[src/rtl/iic_pkg.sv]
// Shared I2C definitions: target FSM states, R/W bit values and ACK/NACK bus levels.
package iic_pkg;

    typedef enum logic [3:0] {
        StIdle,
        StAddr,
        StAddrAck,
        StPtr,
        StPtrAck,
        StWdata,
        StWdataAck,
        StRdata,
        StRdataAck,
        StWaitStop
    } iic_state_e;

    localparam logic RwWrite   = 1'b0;
    localparam logic RwRead    = 1'b1;
    localparam logic AckLevel  = 1'b0;
    localparam logic NackLevel = 1'b1;

endpackage

[src/rtl/iic_line_filter.sv]
// Synchronizer, glitch filter and one-clk edge flags for a single I2C line.
module iic_line_filter #(
    parameter int unsigned FILTER_LEN  = 3,
    parameter int unsigned SYNC_STAGES = 2
) (
    input  logic clk,
    input  logic reset_n,
    input  logic line_in,
    output logic level,
    output logic rise,
    output logic fall
);

    logic [SYNC_STAGES-1:0] sync_q;
    logic [2:0]             cnt_q;
    logic                   level_q;
    logic                   rise_q;
    logic                   fall_q;
    logic                   sync_out;

    assign sync_out = sync_q[SYNC_STAGES-1];

    // A new level is accepted only after FILTER_LEN consecutive differing samples;
    // the edge flags are raised in the same clk the filtered level changes.
    always_ff @(posedge clk) begin
        if (!reset_n) begin
            sync_q  <= '1;
            cnt_q   <= '0;
            level_q <= 1'b1;
            rise_q  <= 1'b0;
            fall_q  <= 1'b0;
        end else begin
            sync_q <= {sync_q[SYNC_STAGES-2:0], line_in};
            rise_q <= 1'b0;
            fall_q <= 1'b0;
            if (sync_out == level_q) begin
                cnt_q <= '0;
            end else if (cnt_q == 3'(FILTER_LEN - 1)) begin
                level_q <= sync_out;
                rise_q  <= sync_out;
                fall_q  <= ~sync_out;
                cnt_q   <= '0;
            end else begin
                cnt_q <= cnt_q + 3'd1;
            end
        end
    end

    assign level = level_q;
    assign rise  = rise_q;
    assign fall  = fall_q;

endmodule

[src/rtl/iic_target.sv]
// I2C target: address match, register pointer, write strobes and auto-incrementing reads.
module iic_target
    import iic_pkg::*;
#(
    parameter int unsigned FILTER_LEN  = 3,
    parameter int unsigned SYNC_STAGES = 2
) (
    input  logic       clk,
    input  logic       reset_n,
    input  logic [6:0] dev_addr,
    input  logic       scl_in,
    input  logic       sda_in,
    output logic       sda_oe,
    output logic [7:0] reg_addr,
    output logic       reg_wr,
    output logic [7:0] reg_wdata,
    output logic       reg_rd,
    input  logic [7:0] reg_rdata,
    output logic       busy
);

    logic scl_f, scl_rise, scl_fall;
    logic sda_f, sda_rise, sda_fall;

    iic_line_filter #(.FILTER_LEN(FILTER_LEN), .SYNC_STAGES(SYNC_STAGES)) u_scl_filter (
        .clk     (clk),
        .reset_n (reset_n),
        .line_in (scl_in),
        .level   (scl_f),
        .rise    (scl_rise),
        .fall    (scl_fall)
    );

    iic_line_filter #(.FILTER_LEN(FILTER_LEN), .SYNC_STAGES(SYNC_STAGES)) u_sda_filter (
        .clk     (clk),
        .reset_n (reset_n),
        .line_in (sda_in),
        .level   (sda_f),
        .rise    (sda_rise),
        .fall    (sda_fall)
    );

    iic_state_e state_q, state_d;
    logic [7:0] shift_q, shift_d;
    logic [2:0] bit_cnt_q, bit_cnt_d;
    logic [7:0] addr_q, addr_d;
    logic [7:0] wdata_q, wdata_d;
    logic       rw_q, rw_d;
    logic       oe_q, oe_d;
    logic       busy_q, busy_d;
    logic       wr_q, wr_d;
    logic       rd_q, rd_d;
    logic       cap_q, cap_d;
    logic       inc_q, inc_d;
    logic [7:0] shift_in;
    logic       start_cond, stop_cond;

    assign shift_in   = {shift_q[6:0], sda_f};
    assign start_cond = sda_fall & scl_f;
    assign stop_cond  = sda_rise & scl_f;

    always_comb begin
        state_d   = state_q;
        shift_d   = shift_q;
        bit_cnt_d = bit_cnt_q;
        addr_d    = addr_q;
        wdata_d   = wdata_q;
        rw_d      = rw_q;
        oe_d      = oe_q;
        busy_d    = busy_q;
        wr_d      = 1'b0;
        rd_d      = 1'b0;
        cap_d     = 1'b0;
        inc_d     = 1'b0;

        if (cap_q) shift_d = reg_rdata;
        if (inc_q) addr_d = addr_q + 8'd1;

        if (start_cond) begin
            state_d   = StAddr;
            bit_cnt_d = '0;
            oe_d      = 1'b0;
            busy_d    = 1'b0;
        end else if (stop_cond) begin
            state_d = StIdle;
            oe_d    = 1'b0;
            busy_d  = 1'b0;
        end else begin
            unique case (state_q)
                StIdle: ;
                StAddr: begin
                    if (scl_rise) begin
                        shift_d   = shift_in;
                        bit_cnt_d = bit_cnt_q + 3'd1;
                        if (bit_cnt_q == 3'd7) begin
                            if (shift_in[7:1] == dev_addr) begin
                                rw_d    = shift_in[0];
                                busy_d  = 1'b1;
                                state_d = StAddrAck;
                            end else begin
                                state_d = StIdle;
                            end
                        end
                    end
                end
                // First scl_fall starts the ACK, the second one ends it.
                StAddrAck: begin
                    if (scl_rise && rw_q == RwRead) begin
                        rd_d  = 1'b1;
                        cap_d = 1'b1;
                    end
                    if (scl_fall) begin
                        if (!oe_q) begin
                            oe_d = 1'b1;
                        end else if (rw_q == RwRead) begin
                            oe_d      = ~shift_q[7];
                            bit_cnt_d = '0;
                            state_d   = StRdata;
                        end else begin
                            oe_d    = 1'b0;
                            state_d = StPtr;
                        end
                    end
                end
                StPtr: begin
                    if (scl_rise) begin
                        shift_d   = shift_in;
                        bit_cnt_d = bit_cnt_q + 3'd1;
                        if (bit_cnt_q == 3'd7) begin
                            addr_d  = shift_in;
                            state_d = StPtrAck;
                        end
                    end
                end
                StPtrAck, StWdataAck: begin
                    if (scl_fall) begin
                        if (!oe_q) begin
                            oe_d = 1'b1;
                        end else begin
                            oe_d    = 1'b0;
                            state_d = StWdata;
                        end
                    end
                end
                StWdata: begin
                    if (scl_rise) begin
                        shift_d   = shift_in;
                        bit_cnt_d = bit_cnt_q + 3'd1;
                        if (bit_cnt_q == 3'd7) begin
                            wdata_d = shift_in;
                            wr_d    = 1'b1;
                            inc_d   = 1'b1;
                            state_d = StWdataAck;
                        end
                    end
                end
                StRdata: begin
                    if (scl_rise) begin
                        bit_cnt_d = bit_cnt_q + 3'd1;
                        if (bit_cnt_q == 3'd7) begin
                            addr_d  = addr_q + 8'd1;
                            state_d = StRdataAck;
                        end
                    end
                    if (scl_fall) begin
                        shift_d = {shift_q[6:0], 1'b0};
                        oe_d    = ~shift_q[6];
                    end
                end
                // bit_cnt 0: before the master ACK bit, 1: master has ACKed.
                StRdataAck: begin
                    if (scl_rise) begin
                        if (sda_f == AckLevel) begin
                            rd_d      = 1'b1;
                            cap_d     = 1'b1;
                            bit_cnt_d = 3'd1;
                        end else begin
                            state_d = StWaitStop;
                        end
                    end
                    if (scl_fall) begin
                        if (bit_cnt_q == 3'd0) begin
                            oe_d = 1'b0;
                        end else begin
                            oe_d      = ~shift_q[7];
                            bit_cnt_d = '0;
                            state_d   = StRdata;
                        end
                    end
                end
                StWaitStop: ;
                default: state_d = StIdle;
            endcase
        end
    end

    always_ff @(posedge clk) begin
        if (!reset_n) begin
            state_q   <= StIdle;
            shift_q   <= '0;
            bit_cnt_q <= '0;
            addr_q    <= '0;
            wdata_q   <= '0;
            rw_q      <= RwWrite;
            oe_q      <= 1'b0;
            busy_q    <= 1'b0;
            wr_q      <= 1'b0;
            rd_q      <= 1'b0;
            cap_q     <= 1'b0;
            inc_q     <= 1'b0;
        end else begin
            state_q   <= state_d;
            shift_q   <= shift_d;
            bit_cnt_q <= bit_cnt_d;
            addr_q    <= addr_d;
            wdata_q   <= wdata_d;
            rw_q      <= rw_d;
            oe_q      <= oe_d;
            busy_q    <= busy_d;
            wr_q      <= wr_d;
            rd_q      <= rd_d;
            cap_q     <= cap_d;
            inc_q     <= inc_d;
        end
    end

    assign sda_oe    = oe_q;
    assign reg_addr  = addr_q;
    assign reg_wr    = wr_q;
    assign reg_wdata = wdata_q;
    assign reg_rd    = rd_q;
    assign busy      = busy_q;

endmodule

[config.mk]
export PLATFORM = sky130hd
export DESIGN_NAME = iic_target
export DESIGN_NICKNAME = d
export VERILOG_FILES = /design/src/rtl/iic_pkg.sv /design/src/rtl/iic_line_filter.sv /design/src/rtl/iic_target.sv
export SDC_FILE = /design/constraint.sdc
export NUM_CORES = 1
export LEC_CHECK = 0
export CAP_MARGIN = 40
export CORE_MARGIN = 2
export CORE_UTILIZATION = 57
export CTS_BUF_LIST = sky130_fd_sc_hd__clkbuf_4
export DETAILED_ROUTE_END_ITERATION = 12
export PLACE_DENSITY = 0.87
export SLEW_MARGIN = 20
export SYNTH_ARGS = -nofsm -noshare
export SYNTH_HDL_FRONTEND = slang
export SYNTH_SLANG_ARGS = --single-unit
[constraint.sdc]
create_clock -name clk -period 2.6 [get_ports clk]
set_input_delay 0.78 -clock clk [delete_from_list [all_inputs] [get_ports clk]]
set_output_delay 0.78 -clock clk [all_outputs]
set_load 0.1 [all_outputs]
==> metrics.csv, run 1 <==
stage,metric,value,unit
run_status,status,completed,
pwr,switching_share,22.8,%
die,die_y,74.2,um
detailed_routing,ant_nets,0,
timing,relSlewSlack,58.6,%
timing,setup_violations,0,
setup_path,timing.rr.end,shift_q[2],
die,die_x,74.2,um
cells_and_area,drive_above_1_share,12.6,%
cells_and_area,antenna_cells,0,
die,die-area,5510,um2
timing,tightestPinTransition,0.620,ns
detailed_routing,drtIter0Drc,207,
clocking,numCtsBuffers,5,
cells_and_area,syn2layout_area_growth,17.4,%
timing,drv_slew,0,
synth,syn_inst,328,
job,max-cap-violations,0,
setup_path,reg2regPathDepth,5,
pwr,vdd_ir_drop_max,0.347,mV
synth,synth_edf_count,0,
timing,fin_worst_skew,0.0187,ns
cells_and_area,nFillCells,379,
pwr,p_comb_share,6.8,%
synth,yosys.area.top_type,dfxtp_1,
clocking,cts_tree,built,
die,core_area,4720,um2
timing,period_needed,2.20,ns
grt,grt-ovfl-total,0,
setup_path,end_kind,register,
grt,grt_pass1_wl,11.0,mm
hold_path,holdPathStages,1,
hold_path,holdPathEnd,u_sda_filter.sync_q[1],
synth,ys_seq_area_share,37.0,%
detailed_routing,firstDrtPassIters,5,
die,rows,25,
timing,rsz0062_at_grt,false,
timing,tns,0,ns
timing,fin_crit_sh,84.6,%
die,pin_count,39,
grt,grt_pass1_vias,2412,
setup_path,cp_data_arrival_time,2.50,ns
cells_and_area,final_cell_mix,"dfxtp_1, nor2_1, nand2_1, buf_4, mux2i_1",
setup_path,ff2ff_setup_slack,0.40,ns
setup_path,slowest_delay,0.75,ns
detailed_routing,route.detailed.drc,0,
synth,postSynth.asyncResetShare,0,%
cells_and_area,final_nets,390,
clocking,cts_max_path_buffers,2,
place,place_ws,0.342,ns
clocking,post_cts_buffers,0,
cells_and_area,final_core_util,69.8,%
setup_path,required,2.90,ns
synth,ys_types,52,
synth,avgSynthCellArea,8.57,um2
place,postPlaceCellArea,3220,um2
grt,antenna_found_initial,0,
pwr,clockPowerShare,33.8,%
clocking,cts_resized,0,
grt,grt_util_all_layers,26.0,%
timing,hold_viol,0,
die,start_util,59.5,%
cells_and_area,finalInstanceArea,3300,um2
setup_path,worstReg2RegStart,state_q[1],
clocking,clk_pin_slew,0.16,ns
detailed_routing,wl_per_cell,15.3,um
setup_path,crit_chain,"nand2_1, mux2_1, nand3_1, nor2_1, a211oi_1",
clocking,holdBufCountCts,0,
hold_path,hp-class,register to register,
hold_path,hold_start,u_sda_filter.sync_q[0],
pwr,leakage,1.19,nW
detailed_routing,routed_wl,6.62,mm
synth,ys_ff_latch,52,
place,finalWeightedCongestion,0.879,
synth,yosys-top-cells-area,"dfxtp_1, mux2i_1, nor2_1, nand2_1, xor2_1",
pwr,internal_power,0.00105,W
clocking,htreeDepth,2,
detailed_routing,vias,2599,
pwr,p_sw,0.000311,W
synth,netlist_area,2810,um2
synth,syn_nets,355,
setup_path,cpMaxStageDelayCell,dfxtp_1,
grt,grt_max_degree,20,
setup_path,path_max_fanout,19,
pwr,powerDensity,414,nW/um2
synth,synth_top_cell_area_share,37.0,%
clocking,cts_sinks,52,
place,hpwlAfterDp,4.82,mm
place,port_buffers,38,
setup_path,worstSetupStartpointType,register,
pwr,p_seq_share,59.4,%
setup_path,crit_type,register to register,
synth,synthFlopType,dfxtp_1,
cells_and_area,mostFrequentLayoutCell,dfxtp_1,
detailed_routing,vias_per_cell,6.03,
clocking,cts-root-buf,clkbuf_4,
timing,fmax,0.455,GHz
clocking,clock_latency,0.38,ns
synth,yosys_warnings,0,
timing,setup_ws,0.400,ns
## power by group through the flow
| stage | registers, W | clock network (W) | logic (W) |
|---|---|---|---|
| 2_1_floorplan | 0.000823 | 0 | 0.0000508 |
| 3_3_place_gp | 0.000827 | 0 | 0.0000899 |
| 3_5_place_dp | 0.000827 | 0 | 0.0000911 |
| 4_1_cts | 0.000810 | 0.000464 | 0.0000920 |
| 5_1_grt | 0.000811 | 0.000494 | 0.000100 |
| 6_report | 0.000810 | 0.000461 | 0.0000928 |
## worst max path at each step
stage | startpoint | end | slack (ns) | cells after the start
4_1_cts | state_q[1] | shift_q[2] | 0.50 | 5
5_1_grt | state_q[1] | shift_q[2] | 0.24 | 5
2_1_floorplan | reg_addr[2] | reg_addr[7] | 0.39 | 6
3_3_place_gp | dev_addr[6] | rw_q | 0.39 | 6
3_5_place_dp | dev_addr[2] | rw_q | 0.34 | 6
6_report | state_q[1] | shift_q[2] | 0.40 | 5
## layout make-up
type	instances	area, um2	share of cell area [%]
clock buffers	5	37.5	1.14
well taps	67	83.8	2.54
inverters	7	26.3	0.797
flip-flops and latches	52	1040	31.6
multi-input cells	249	1650	50.0
clock inverters	3	42.5	1.29
repair buffers	48	418	12.7
## through the flow
step	hold slack (ns)	cells	power, W
finish	0.425	431	0.00136
global route	0.447	431	0.00141
CTS	0.429	431	0.00137
detailed placement	0.395	423	0.000918
global placement	0.388	423	0.000917
floorplan	0.386	328	0.000873
## layer usage
layer | wire length (um) | vias up | track usage [%]
met2 | 3160 | 131 | 42.5
met3 | 552 | 18 | 5.83
met5 | 0 | - | 0
met4 | 158 | 0 | 10.9
met1 | 2750 | 1211 | 33.4
li1 | - | 1239 | -
## cell families after synthesis
| family | Yosys count | synth area share (%) |
|---|---|---|
| DFF | 52 | 37.0 |
| adders and majority gates | 8 | 3.56 |
| muxes | 25 | 8.99 |
| AOI/OAI and AO/OA | 63 | 16.2 |
| buffers and inverters | 27 | 4.27 |
| and+or+nand+nor | 132 | 23.4 |
| xor gates and xnor gates | 21 | 6.55 |
## cells in the mapped netlist, types with 2 or more instances
master,instances
dfxtp_1,52
nor2_1,46
nand2_1,29
mux2i_1,23
clkbuf_1,14
nand3_1,14
a21oi_1,12
xor2_1,12
nand2b_1,10
xnor2_1,9
a211oi_1,8
ha_1,8
o21ai_0,8
o21ai_1,7
inv_1,6
nand3b_1,5
nand4_1,5
a32o_1,4
nor2b_1,4
nor3b_1,4
o211ai_1,4
a22oi_1,3
and3_1,3
buf_2,3
o22ai_1,3
buf_6,2
nor4_1,2
o211a_1,2
o31ai_1,2
or2_2,2
## flip-flops by register name, indices dropped and copies added, names as in the netlist, 2 cells and up
register             flops
reg_wdata                8
u_scl_filter.sync_q      2
shift_q                  8
u_scl_filter.cnt_q       3
u_sda_filter.cnt_q       3
reg_addr                 8
u_sda_filter.sync_q      2
bit_cnt_q                3
state_q                  4
## critical path: cells and delay by family (launching register included)
kind,cells,cell delay [ns]
DFF,1,0.75
and+or+nand+nor,3,0.74
AOI/OAI and AO/OA,1,0.24
muxes,1,0.37
(Power assumes the default switching activity.)
==> run 2: changes to the inputs <==
--- a/config.mk
+++ b/config.mk
@@ -7,10 +7,10 @@
 export LEC_CHECK = 0
 export CAP_MARGIN = 40
 export CORE_MARGIN = 2
-export CORE_UTILIZATION = 57
+export CORE_UTILIZATION = 51
 export CTS_BUF_LIST = sky130_fd_sc_hd__clkbuf_4
 export DETAILED_ROUTE_END_ITERATION = 12
-export PLACE_DENSITY = 0.87
+export PLACE_DENSITY = 0.82
 export SLEW_MARGIN = 20
 export SYNTH_ARGS = -nofsm -noshare
 export SYNTH_HDL_FRONTEND = slang
==> constraint.sdc (replaced) <==
create_clock -name clk -period 2 [get_ports clk]
set_input_delay 0.6 -clock clk [delete_from_list [all_inputs] [get_ports clk]]
set_output_delay 0.6 -clock clk [all_outputs]
set_load 0.1 [all_outputs]
==> run 2 against run 1 <==
Core utilization decreased by 3.3 points. Final cell count increased by 3.0%. Clock-buffer cell count unchanged. Clock power increased by 4.6%. Sequential power increased by 30%. Critical path depth increased by 1. Worst setup slack got worse by 0.28 ns. Wire length increased by 1.8%. Clock skew decreased by 0.010 ns. Non-clock buffer count increased by 8. Hold slack got worse by 0.00077 ns. Die area increased by 11%. Critical path type unchanged. Critical endpoint is now rw_q. Largest cell class unchanged.
==> metrics.csv, run 2 (synthesized netlist as in run 1, its figures left out) <==
stage,metric,value,unit,change
detailed_routing,firstDrtPassIters,4,,-1
die,die_y,78.2,um,+5.4%
grt,grt_pass1_vias,2435,,+0.95%
timing,hold_viol,0,,unchanged
grt,antenna_found_initial,0,,unchanged
cells_and_area,finalInstanceArea,3600,um2,+9.1%
detailed_routing,wl_per_cell,15.2,um,-1.2%
timing,setup_violations,0,,unchanged
setup_path,worstSetupStartpointType,register,,
hold_path,hp-class,register to register,,
die,die_x,78.2,um,+5.4%
setup_path,slowest_delay,0.39,ns,-0.36 ns
place,hpwlAfterDp,5.04,mm,+4.5%
setup_path,reg2regPathDepth,6,,+1
pwr,internal_power,0.00125,W,+19%
grt,grt_pass1_wl,11.5,mm,+4.4%
pwr,powerDensity,461,nW/um2,+12%
setup_path,required,2.29,ns,-0.61 ns
detailed_routing,vias_per_cell,5.80,,-3.9%
detailed_routing,route.detailed.drc,0,,unchanged
pwr,p_seq_share,63.1,%,+3.7 points
timing,rsz0062_at_grt,false,,
timing,tightestPinTransition,0.481,ns,-0.139 ns
detailed_routing,routed_wl,6.74,mm,+1.8%
clocking,clk_pin_slew,0.15,ns,about the same
timing,period_needed,1.88,ns,-0.321 ns
die,rows,27,,+8.0%
setup_path,end_kind,register,,
grt,grt_max_degree,19,,-5.0%
die,die-area,6120,um2,+11%
timing,hold_slack,0.425,ns,-0.000772 ns
clocking,numCtsBuffers,5,,unchanged
place,postPlaceCellArea,3530,um2,+9.7%
die,core_area,5410,um2,+14%
detailed_routing,drtIter0Drc,327,,+58%
job,max-cap-violations,0,,unchanged
clocking,cts_tree,built,,
timing,drv_slew,0,,unchanged
setup_path,path_max_fanout,14,,-5
cells_and_area,final_core_util,66.6,%,-3.3 points
clocking,cts_sinks,52,,unchanged
hold_path,holdPathStages,1,,unchanged
pwr,clockPowerShare,29.1,%,-4.7 points
die,start_util,52.0,%,-7.5 points
timing,setup_ws,0.121,ns,-0.279 ns
pwr,leakage,1.28,nW,+7.5%
setup_path,worstReg2RegStart,state_q[1],,
grt,grt_util_all_layers,23.4,%,-2.6 points
clocking,htreeDepth,2,,unchanged
pwr,switching_share,24.6,%,+1.8 points
timing,relSlewSlack,67.9,%,+9.3 points
grt,grt-ovfl-total,0,,unchanged
setup_path,critPathMostFrequentCell,nor2_1,,
setup_path,crit_type,register to register,,
cells_and_area,antenna_cells,0,,unchanged
setup_path,cpMaxStageDelayCell,dfxtp_1,,
setup_path,worstSetupEndpoint,rw_q,,
die,pin_count,39,,unchanged
setup_path,timing.rr.end,rw_q,,
setup_path,cp_data_arrival_time,2.17,ns,-0.33 ns
clocking,cts_max_path_buffers,2,,unchanged
cells_and_area,mostFrequentLayoutCell,nor2_1,,
place,finalWeightedCongestion,0.963,,+9.6%
place,port_buffers,38,,unchanged
detailed_routing,ant_nets,0,,unchanged
run_status,status,completed,,
setup_path,startpoint,state_q[1],,
detailed_routing,vias,2574,,-0.96%
pwr,p_sw,0.000408,W,+31%
timing,fmax,0.532,GHz,+17%
setup_path,crit_chain,"buf_4, nor2_1, nand4_1, nor4_1, mux2i_1, nor2_1",,
cells_and_area,syn2layout_area_growth,28.0,%,
cells_and_area,drive_above_1_share,17.2,%,+4.6 points
timing,fin_crit_sh,93.9,%,+9.3 points
clocking,cts-root-buf,clkbuf_4,,
clocking,holdBufCountCts,0,,unchanged
timing,fin_worst_skew,0.00822,ns,-0.0105 ns
clocking,clock_latency,0.38,ns,about the same
cells_and_area,final_nets,398,,+2.1%
place,place_ws,-0.104,ns,-0.446 ns
cells_and_area,finalNonFillerCells,444,,+3.0%
cells_and_area,final_cell_mix,"nor2_1, dfxtp_1, nand2_1, mux2i_1, buf_12",,
pwr,vdd_ir_drop_max,0.418,mV,+20%
place,place_inst,436,,+3.1%
setup_path,ff2ff_setup_slack,0.12,ns,-0.28 ns
pwr,p_comb_share,7.9,%,+1.1 points
==> run 2: cell types whose count changed in the layout (fill, tap and decap cells not counted), sizes merged <==
cell    delta
inv        +1
bufinv     -1
buf        +8
==> run 2: power groups by stage <==
stage          clock network, W  registers [W]  logic (W)
6_report               0.000482        0.00105   0.000131
2_1_floorplan                 0        0.00107  0.0000660
3_3_place_gp                  0        0.00107   0.000124
4_1_cts                0.000499        0.00105   0.000129
5_1_grt                0.000538        0.00105   0.000141
3_5_place_dp                  0        0.00107   0.000128
==> run 2: worst min path at each step <==
stage	start	endpoint	slack [ns]
2_1_floorplan	u_scl_filter.sync_q[0]	u_scl_filter.sync_q[1]	0.39
3_3_place_gp	u_scl_filter.sync_q[0]	u_scl_filter.sync_q[1]	0.39
3_5_place_dp	u_scl_filter.sync_q[0]	u_scl_filter.sync_q[1]	0.39
4_1_cts	u_sda_filter.sync_q[0]	u_sda_filter.sync_q[1]	0.43
5_1_grt	u_sda_filter.sync_q[0]	u_sda_filter.sync_q[1]	0.44
6_report	u_sda_filter.sync_q[0]	u_sda_filter.sync_q[1]	0.42
==> run 2: cell type report <==
| type | count | area, um2 |
|---|---|---|
| Sequential cell | 52 | 1050 |
| Clock buffer | 5 | 37.5 |
| Fill cell | 424 | 1810 |
| Inverter | 7 | 26.3 |
| Multi-Input combinational cell | 249 | 1660 |
| Clock inverter | 3 | 22.5 |
| Tap cell | 72 | 90.1 |
| Timing Repair Buffer | 56 | 716 |
==> run 2: per-layer routing <==
layer	GRT usage (%)	vias to the layer above	share of wire, %
li1	-	1250	-
met1	30.0	1197	43
met2	38.5	109	47
met3	5.17	18	7.4
met4	9.12	0	2.6
met5	0	-	0
==> run 2: what timing repair did <==
| action | 4_1_cts | 5_1_grt |
|---|---|---|
| gates resized for setup | 0 | 2 |
| endpoints found under the setup margin | 0 | 9 |
| buffers inserted | 0 | 0 |
==> run 2: per-stage QoR <==
step	power (W)	TNS, ns
2_1_floorplan	0.00114	-0.0453
3_3_place_gp	0.00119	-0.0301
4_1_cts	0.00167	0
6_report	0.00166	0
3_5_place_dp	0.00120	-0.104
5_1_grt	0.00173	0
==> run 2: worst max-delay path, delay by kind of cell (launching register included) <==
| kind | cells | cell delay, ns |
|---|---|---|
| AND/OR/NAND/NOR | 4 | 0.96 |
| flip-flops | 1 | 0.39 |
| buffers and inverters | 1 | 0.20 |
| multiplexers | 1 | 0.23 |
